### src/rtl/multi_unit_combiner.sv
// Merges the pad outputs of NUM_UNITS compute units into one registered pad set.
// Modes: XOR, OR, round-robin and output-enable priority, plus a sticky conflict flag.
module multi_unit_combiner #(
    parameter int NUM_UNITS = 4,
    parameter int DATA_W    = 8,
    parameter int DWELL     = 4,
    localparam int IDX_W    = (NUM_UNITS > 1) ? $clog2(NUM_UNITS) : 1
) (
    input  logic                        clk,
    input  logic                        rst,
    input  logic                        ena,
    input  logic [1:0]                  mode,
    input  logic                        clear_conflict,
    input  logic [NUM_UNITS*DATA_W-1:0] unit_uo,
    input  logic [NUM_UNITS*DATA_W-1:0] unit_uio_out,
    input  logic [NUM_UNITS*DATA_W-1:0] unit_uio_oe,
    output logic [DATA_W-1:0]           uo_out,
    output logic [DATA_W-1:0]           uio_out,
    output logic [DATA_W-1:0]           uio_oe,
    output logic [IDX_W-1:0]            rr_idx,
    output logic                        conflict
);

    localparam int CNT_W = (DWELL > 1) ? $clog2(DWELL) : 1;
    localparam logic [IDX_W-1:0] LAST_IDX = IDX_W'(NUM_UNITS - 1);
    localparam logic [CNT_W-1:0] LAST_CNT = CNT_W'(DWELL - 1);

    logic [CNT_W-1:0]  dwell_cnt;
    logic [DATA_W-1:0] xor_uo, or_uo, or_mio, or_oe;
    logic [DATA_W-1:0] seen, overlap;
    logic [DATA_W-1:0] rr_uo, rr_mio, rr_oe;
    logic [DATA_W-1:0] pri_uo, pri_mio, pri_oe;
    logic [DATA_W-1:0] nxt_uo, nxt_mio, nxt_oe;
    logic              found;

    always_comb begin
        xor_uo  = '0;
        or_uo   = '0;
        or_mio  = '0;
        or_oe   = '0;
        seen    = '0;
        overlap = '0;
        rr_uo   = '0;
        rr_mio  = '0;
        rr_oe   = '0;
        pri_uo  = unit_uo[DATA_W-1:0];
        pri_mio = '0;
        pri_oe  = '0;
        found   = 1'b0;
        for (int k = 0; k < NUM_UNITS; k++) begin
            xor_uo  = xor_uo ^ unit_uo[k*DATA_W +: DATA_W];
            or_uo   = or_uo | unit_uo[k*DATA_W +: DATA_W];
            or_mio  = or_mio | (unit_uio_out[k*DATA_W +: DATA_W]
                               & unit_uio_oe[k*DATA_W +: DATA_W]);
            or_oe   = or_oe | unit_uio_oe[k*DATA_W +: DATA_W];
            // A bit already claimed by a lower unit marks contention
            overlap = overlap | (seen & unit_uio_oe[k*DATA_W +: DATA_W]);
            seen    = seen | unit_uio_oe[k*DATA_W +: DATA_W];
            if (rr_idx == IDX_W'(k)) begin
                rr_uo  = unit_uo[k*DATA_W +: DATA_W];
                rr_mio = unit_uio_out[k*DATA_W +: DATA_W]
                       & unit_uio_oe[k*DATA_W +: DATA_W];
                rr_oe  = unit_uio_oe[k*DATA_W +: DATA_W];
            end
            if (!found && (|unit_uio_oe[k*DATA_W +: DATA_W])) begin
                found   = 1'b1;
                pri_uo  = unit_uo[k*DATA_W +: DATA_W];
                pri_mio = unit_uio_out[k*DATA_W +: DATA_W]
                        & unit_uio_oe[k*DATA_W +: DATA_W];
                pri_oe  = unit_uio_oe[k*DATA_W +: DATA_W];
            end
        end
    end

    always_comb begin
        nxt_uo  = xor_uo;
        nxt_mio = or_mio;
        nxt_oe  = or_oe;
        unique case (mode)
            2'd0: nxt_uo = xor_uo;
            2'd1: nxt_uo = or_uo;
            2'd2: begin
                nxt_uo  = rr_uo;
                nxt_mio = rr_mio;
                nxt_oe  = rr_oe;
            end
            2'd3: begin
                nxt_uo  = pri_uo;
                nxt_mio = pri_mio;
                nxt_oe  = pri_oe;
            end
        endcase
    end

    always_ff @(posedge clk) begin
        if (rst) begin
            uo_out    <= '0;
            uio_out   <= '0;
            uio_oe    <= '0;
            rr_idx    <= '0;
            dwell_cnt <= '0;
            conflict  <= 1'b0;
        end else if (ena) begin
            uo_out   <= nxt_uo;
            uio_out  <= nxt_mio;
            uio_oe   <= nxt_oe;
            conflict <= (|overlap) | (conflict & ~clear_conflict);
            if (mode == 2'd2) begin
                if (dwell_cnt == LAST_CNT) begin
                    dwell_cnt <= '0;
                    rr_idx    <= (rr_idx == LAST_IDX) ? '0 : rr_idx + 1'b1;
                end else begin
                    dwell_cnt <= dwell_cnt + 1'b1;
                end
            end else begin
                rr_idx    <= '0;
                dwell_cnt <= '0;
            end
        end
    end

endmodule

### config.mk
export PLATFORM = sky130hd
export DESIGN_NAME = multi_unit_combiner
export DESIGN_NICKNAME = d
export VERILOG_FILES = /design/src/rtl/multi_unit_combiner.sv
export SDC_FILE = /design/constraint.sdc
export NUM_CORES = 1
export LEC_CHECK = 0
export ABC_AREA = 1
export CAP_MARGIN = 20
export CORE_MARGIN = 3
export CORE_UTILIZATION = 47
export DETAILED_ROUTE_END_ITERATION = 10
export MAX_ROUTING_LAYER = met4
export PLACE_DENSITY_LB_ADDON = 0.05
export SLEW_MARGIN = 10
export SYNTH_ARGS = -nofsm -noshare
export SYNTH_HDL_FRONTEND = slang
export SYNTH_SLANG_ARGS = --single-unit
### constraint.sdc
create_clock -name clk -period 3.9 [get_ports clk]
set_clock_uncertainty 0.2 [all_clocks]
set_input_delay 0.78 -clock clk [delete_from_list [all_inputs] [get_ports clk]]
set_output_delay 0.78 -clock clk [all_outputs]
set_load 0.05 [all_outputs]
---- Word-level counts from Yosys, hierarchy flattened ----
Index checks and enable logic that the tools add are counted.
storage, ports and cells
  flip-flop bits (word level) ............. 29
  bits of input ports ..................... 102
  output and inout bits ................... 27
  logic and storage cells ................. 88
operators by class
  add/sub/neg operators ................... 2
  eq/ne operators ......................... 8
  muxes and demuxes ....................... 34
  bitwise gates (word level) .............. 24
  reductions and logical operators ........ 14
operator list
  cell                                                             number
  8-bit two-way mux                                                23
  8-bit OR                                                         11
  8-bit AND                                                        7
  8-bit OR reduction                                               5
  8-bit case mux with 2 select lines                               2
  8-bit case mux with 4 select lines                               1
  8-bit XOR                                                        3
  2-bit == test, second input constant                             5
  2-bit two-way mux                                                5
  2-bit by 1-bit adder with 2-bit output, second input constant    2
  2-bit by 1-bit == test with 1-bit output, second input constant  2
  2-bit zero test                                                  2
  1-bit logical AND                                                3
  1-bit zero test                                                  3
  1-bit two-way mux                                                3
  2-bit by 1-bit != test with 1-bit output, second input constant  1
  2-bit AND reduction                                              1
  1-bit AND                                                        1
  1-bit NOT                                                        1
  1-bit OR                                                         1

---- Depth between registers and ports, before layout ----
  word-level depth ........................ 12
  depth in mapped cells ................... 15
  mapped depth without buffers ............ 13

---- Least setup slack after synthesis ----
Ideal clock, no wire load.
  kind .................................... flip-flop to flip-flop
  start point ............................. reg rr_idx[0]
  end point ............................... reg uo_out[1]
  arrival time ............................ 1.989 ns
  setup slack ............................. 1.575 ns
  cell stages (with the launch flop) ...... 12
  path buffers ............................ 2
  period minus slack after synthesis ...... 2.325 ns
  cell sequence ........................... dfxtp_1 -> inv_1 -> ha_1 -> buf_2 -> inv_1 -> clkbuf_1 -> o21ai_0 -> a21oi_1 -> o21a_1 -> nand2_1 -> nand2_1 -> a21oi_2
between the ends
  word-level cells in the longest chain between the ends .. 6
  elaborated cells on any way between the ends .. 9
ends and longest elaborated chain
  what                                    line  source
  start, declared                         20    output logic [IDX_W-1:0] rr_idx,
  start signal, assigned                  111   rr_idx <= (rr_idx == LAST_IDX) ? '0 : rr_idx + 1'b1;
  2-bit zero test                         59    if (rr_idx == IDX_W'(k)) begin
  8-bit two-way mux (3 in series)         59
  8-bit two-way mux (*)                   59
  8-bit case mux with 4 select lines (*)  79    unique case (mode)
  end signal, assigned                    104   uo_out <= nxt_uo;
  end, declared                           17    output logic [DATA_W-1:0] uo_out,
Mark *: on every way between the ends. The rest lies on a longest branch, timed or not.
A chain may end at the register's enable or synchronous reset.

---- Worst setup path after layout ----
  start point ............................. in unit_uio_oe[1]
  end point ............................... reg uio_oe[5]
between the ends
  word-level cells in the longest chain between the ends .. 12
  elaborated cells on any way between the ends .. 15
ends and longest elaborated chain
  what                                    line  source
  start, declared                         16    input logic [NUM_UNITS*DATA_W-1:0] unit_uio_oe,
  8-bit OR reduction (*)                  65    if (!found && (|unit_uio_oe[k*DATA_W +: DATA_W])) begin
  1-bit two-way mux                       65
  1-bit zero test                         65
  1-bit logical AND                       65
  1-bit two-way mux                       65
  1-bit zero test                         65
  1-bit logical AND                       65
  1-bit two-way mux                       65
  1-bit zero test                         65
  1-bit logical AND                       65
  8-bit two-way mux (*)                   65
  8-bit case mux with 2 select lines (*)  79
  end signal, assigned                    106   uio_oe <= nxt_oe;
  end, declared                           19    output logic [DATA_W-1:0] uio_oe,
Marks and branches as above.

==> metrics.log <==
[metrics] count of flip-flops with a built-in enable after synthesis: 0
[metrics] Hold Buf Count CTS: 0
[metrics] first-pass GRT wire length: 27700 um
[metrics] count of antenna-violating nets left after detailed routing: 0
[metrics] full die area: 0.00979 mm2
[metrics] final weighted congestion of routability-driven global placement: 0.980
[metrics] minimum clock period: 2.99 ns
[metrics] Vias per Instance: 6.08
[metrics] DRC violation count after routing: 0
[metrics] cell at the root of the clock tree: sky130_fd_sc_hd__clkbuf_8
[metrics] proportion of register bits with asynchronous set or reset after synthesis: 0%
[metrics] pin slew with the least headroom to its limit: 0.990 ns
[metrics] GR Overflow Total: 0
[metrics] mean area per synthesized cell: 5.63 um2
[metrics] sequential cell area: 581 um2
[metrics] Fmax: 334 MHz
[metrics] final net count: 945
[metrics] post-CTS resize count: 0
[metrics] Initial Utilization: 48.9%
[metrics] number of ports placed on the die boundary: 129
[metrics] clock insertion delay at the later pin of the skew report: 0.29 ns
[metrics] total power: 1.30 mW
[metrics] antenna violations before repair: 0
[metrics] register bit total from synthesis: 29
[metrics] endpoint of the most critical register-to-register path: uo_out[1]
[metrics] Layout Area Growth over Synthesis: 35.4%
[metrics] longest individual stage delay on the worst path: 0.60 ns
[metrics] Max-Slew Margin vs Limit: 33.9%
[metrics] final hold violation count: 0
[metrics] Max IR drop VDD: 174 uV
[metrics] clock tree from TritonCTS: yes
[metrics] wire per inst: 18.7 um
[metrics] largest delay contributor family on the critical path: simple AND/OR/NAND/NOR gates
[metrics] clock slew at reported path FFs: 0.07 ns
[metrics] post-synth net total: 836
[metrics] FF-to-FF Start: rr_idx[0]
[metrics] CP max-delay cell: sky130_fd_sc_hd__clkdlybuf4s50_1
[metrics] cell taking the most area after synthesis: sky130_fd_sc_hd__nand2_1
[metrics] Power per Cell Area: 236 mW/mm2
[metrics] top area cells in the synthesized netlist: sky130_fd_sc_hd__nand2_1, sky130_fd_sc_hd__dfxtp_1, sky130_fd_sc_hd__a21oi_1, sky130_fd_sc_hd__inv_1, sky130_fd_sc_hd__o21ai_0
[metrics] Min-Delay Path Class: register to register
[metrics] most frequent cell on the critical path: sky130_fd_sc_hd__nand2_1
[metrics] buffers inserted during post-CTS setup optimization: 0
[metrics] capturing element type of the critical path: register
[metrics] row count: 33
[metrics] CTS sink cnt: 29
[metrics] CTS Buf Count: 5
[metrics] startpoint of the lowest-slack hold path: uo_out[6]
[metrics] Min-Delay Path Depth: 2
[metrics] Cell Area, Synth: 0.00406 mm2
[metrics] leading cell types in the layout, fill and taps excluded: sky130_fd_sc_hd__nand2_1, sky130_fd_sc_hd__clkdlybuf4s50_1, sky130_fd_sc_hd__a21oi_1, sky130_fd_sc_hd__inv_1, sky130_fd_sc_hd__o21ai_0
[metrics] drt first-iter violations: 840
[metrics] data arrival time at the worst-slack endpoint: 2.97 ns
[metrics] number of H-tree levels: 2
[metrics] startpoint type of the worst setup path: input port
[metrics] maximum fanout along the worst path: 22
[metrics] detailed-routing iteration count for the pre-antenna-repair pass: 6
[metrics] most used flip-flop cell after synthesis: sky130_fd_sc_hd__dfxtp_1
[metrics] number of fill cells in the layout: 775
[metrics] total buffers and inverters traversed by the critical path: 2
[metrics] vias in the first global route: 5603
[metrics] WS Path Type: input port to register
[metrics] core outline area: 0.00830 mm2
[metrics] instance count of the mapped netlist: 721
[metrics] Tot GR Track Use: 35.7%
[metrics] IO Port Bufs: 128
[metrics] Total Negative Setup Slacks: 0 ns
[metrics] number of slew-limit violations in the final report: 0
[metrics] utilization after layout: 66.3%
[metrics] share of the synthesized area in the top cell type: 17.2%
[metrics] Worst Reg-to-Reg Cells: 9
[metrics] total wirelength of the detailed-routed design: 17500 um
[metrics] die span in x: 98.9 um
[metrics] final setup fails: 0
[metrics] share of post-route cells with drive strength above 1: 6.50%
[metrics] most common cell after layout, fill and taps aside: sky130_fd_sc_hd__nand2_1
[metrics] y dimension of the die: 98.9 um
[metrics] Synth Warn #: 0
[metrics] footprint of the multi-input gates: 0.00296 mm2
[metrics] Max-cap violations: 0
[metrics] leakage component of the power: 2.54 nW
[metrics] data required time of the worst path: 3.88 ns
[metrics] Via Count: 5689
[metrics] pin count of the biggest net entering global routing: 40
[metrics] Detail Placement HPWL: 12800 um
[metrics] library cells used by synthesis: 43
[metrics] Diodes inserted: 0
[metrics] setup repair after global routing missed its margin: false
[metrics] sequential element share of the synthesized area: 14.3%
[metrics] reg2reg setup slack: 1.06 ns
[metrics] final worst-path cycle share: 76.8%
[metrics] outcome: completed
[metrics] crit path cell chain: clkdlybuf4s50_1 > nor2_1 > nand2_1 > nor2_8 > nand2_4 > nor2_4 > buf_12 > a21oi_1 > nand2_1 > nand2_1 > nand2_1 > a21oi_1
[metrics] endpoint of the worst hold path: uo_out[6]
[metrics] largest buffer count on any clock path: 2
-- flip-flops by register name, summed over array words and instances, names as in the netlist --
name and flops:
uio_oe 8, conflict 1, rr_idx 2, dwell_cnt 2
uo_out 8, uio_out 8
-- report_power, final --
group	switching, mW	internal (mW)	total [mW]	leakage [nW]
Combinational	0.365	0.240	0.605	2.24
Clock	0.147	0.209	0.355	0.0585
Sequential	0.0160	0.319	0.335	0.240
Total	0.528	0.768	1.30	2.54
-- layout make-up --
type	instances	area share, %
Clock buffer	7	1.57
Clock inverter	1	0.546
Inverter	89	6.17
Multi-Input combinational cell	566	53.7
Sequential cell	29	10.6
Tap cell	105	2.39
Timing Repair Buffer	139	25.0
-- cell usage after synthesis, types with 2 or more instances --
library cell and number:
sky130_fd_sc_hd__a22oi_1 11, sky130_fd_sc_hd__ha_1 13, sky130_fd_sc_hd__nor2_8 2, sky130_fd_sc_hd__nor2_4 5, sky130_fd_sc_hd__or2_2 4, sky130_fd_sc_hd__xnor2_1 5
sky130_fd_sc_hd__nor2_1 51, sky130_fd_sc_hd__a21oi_2 5, sky130_fd_sc_hd__o22ai_1 7, sky130_fd_sc_hd__a211oi_1 2, sky130_fd_sc_hd__nand2_1 186, sky130_fd_sc_hd__nand2_2 4
sky130_fd_sc_hd__inv_4 2, sky130_fd_sc_hd__nand4_1 18, sky130_fd_sc_hd__buf_1 2, sky130_fd_sc_hd__nand3_2 2, sky130_fd_sc_hd__buf_4 2, sky130_fd_sc_hd__buf_6 4
sky130_fd_sc_hd__inv_2 5, sky130_fd_sc_hd__o211ai_1 9, sky130_fd_sc_hd__nand3_1 31, sky130_fd_sc_hd__a32o_1 3, sky130_fd_sc_hd__o21ai_2 4, sky130_fd_sc_hd__o21a_1 4
sky130_fd_sc_hd__dfxtp_1 29, sky130_fd_sc_hd__a32oi_1 3, sky130_fd_sc_hd__o21ai_0 57, sky130_fd_sc_hd__o31ai_1 3, sky130_fd_sc_hd__clkbuf_1 22, sky130_fd_sc_hd__buf_2 7
sky130_fd_sc_hd__nand3b_1 2, sky130_fd_sc_hd__o221ai_1 2, sky130_fd_sc_hd__nor3_1 2, sky130_fd_sc_hd__o21ai_1 15, sky130_fd_sc_hd__xor2_1 4, sky130_fd_sc_hd__clkinv_1 2
sky130_fd_sc_hd__nor4_1 2, sky130_fd_sc_hd__inv_1 80, sky130_fd_sc_hd__a21oi_1 106
-- worst reg2reg max path, cell delays in order, from the launching register on --
cell and delay, ns:
sky130_fd_sc_hd__dfxtp_1 0.39, sky130_fd_sc_hd__inv_1 0.11, sky130_fd_sc_hd__ha_1 0.47, sky130_fd_sc_hd__inv_1 0.85, sky130_fd_sc_hd__o21ai_0 0.21, sky130_fd_sc_hd__a21oi_1 0.17
sky130_fd_sc_hd__o21a_1 0.14, sky130_fd_sc_hd__nand2_1 0.05, sky130_fd_sc_hd__nand2_1 0.08, sky130_fd_sc_hd__a21oi_2 0.06
-- worst max path at each step --
stage / start / end / cells after the start
finish: unit_uio_oe[1] / uio_oe[5] / 12
global placement: unit_uio_oe[1] / uio_oe[5] / 12
CTS: unit_uio_oe[1] / uo_out[6] / 13
floorplan: rr_idx[0] / uo_out[1] / 11
detailed placement: unit_uio_oe[1] / uo_out[7] / 12
global route: unit_uio_oe[1] / uo_out[4] / 12
-- metrics by stage --
stage          area (um2)  cells  setup slack (ns)  hold WS [ns]
6_report             5500    936             0.906         0.272
5_1_grt              5500    936             0.778         0.301
4_1_cts              5500    936             0.982         0.276
3_5_place_dp         5380    928             0.671         0.264
3_3_place_gp         5380    928             0.743         0.254
2_1_floorplan        4060    721              1.57         0.294
-- kinds of logic (layout without fill, tap and decap cells) --
logic type	Yosys count	count (layout)	synth area share, %
compound gates	232	232	32.4
flops	29	29	14.3
buf+inv	126	236	12.9
simple gates	312	312	34.5
fa+ha+maj	13	13	4.01
xor+xnor	9	9	1.94
-- routing by layer --
metal | global-route usage, % | vias to the layer above | wire length (um)
met5 | - | - | 0
met4 | 16.2 | 0 | 762
met3 | 5.31 | 86 | 1930
met2 | 58.0 | 415 | 7940
met1 | 43.7 | 2546 | 6900
li1 | - | 2642 | -
No activity file was read; power rests on OpenSTA's default activity.
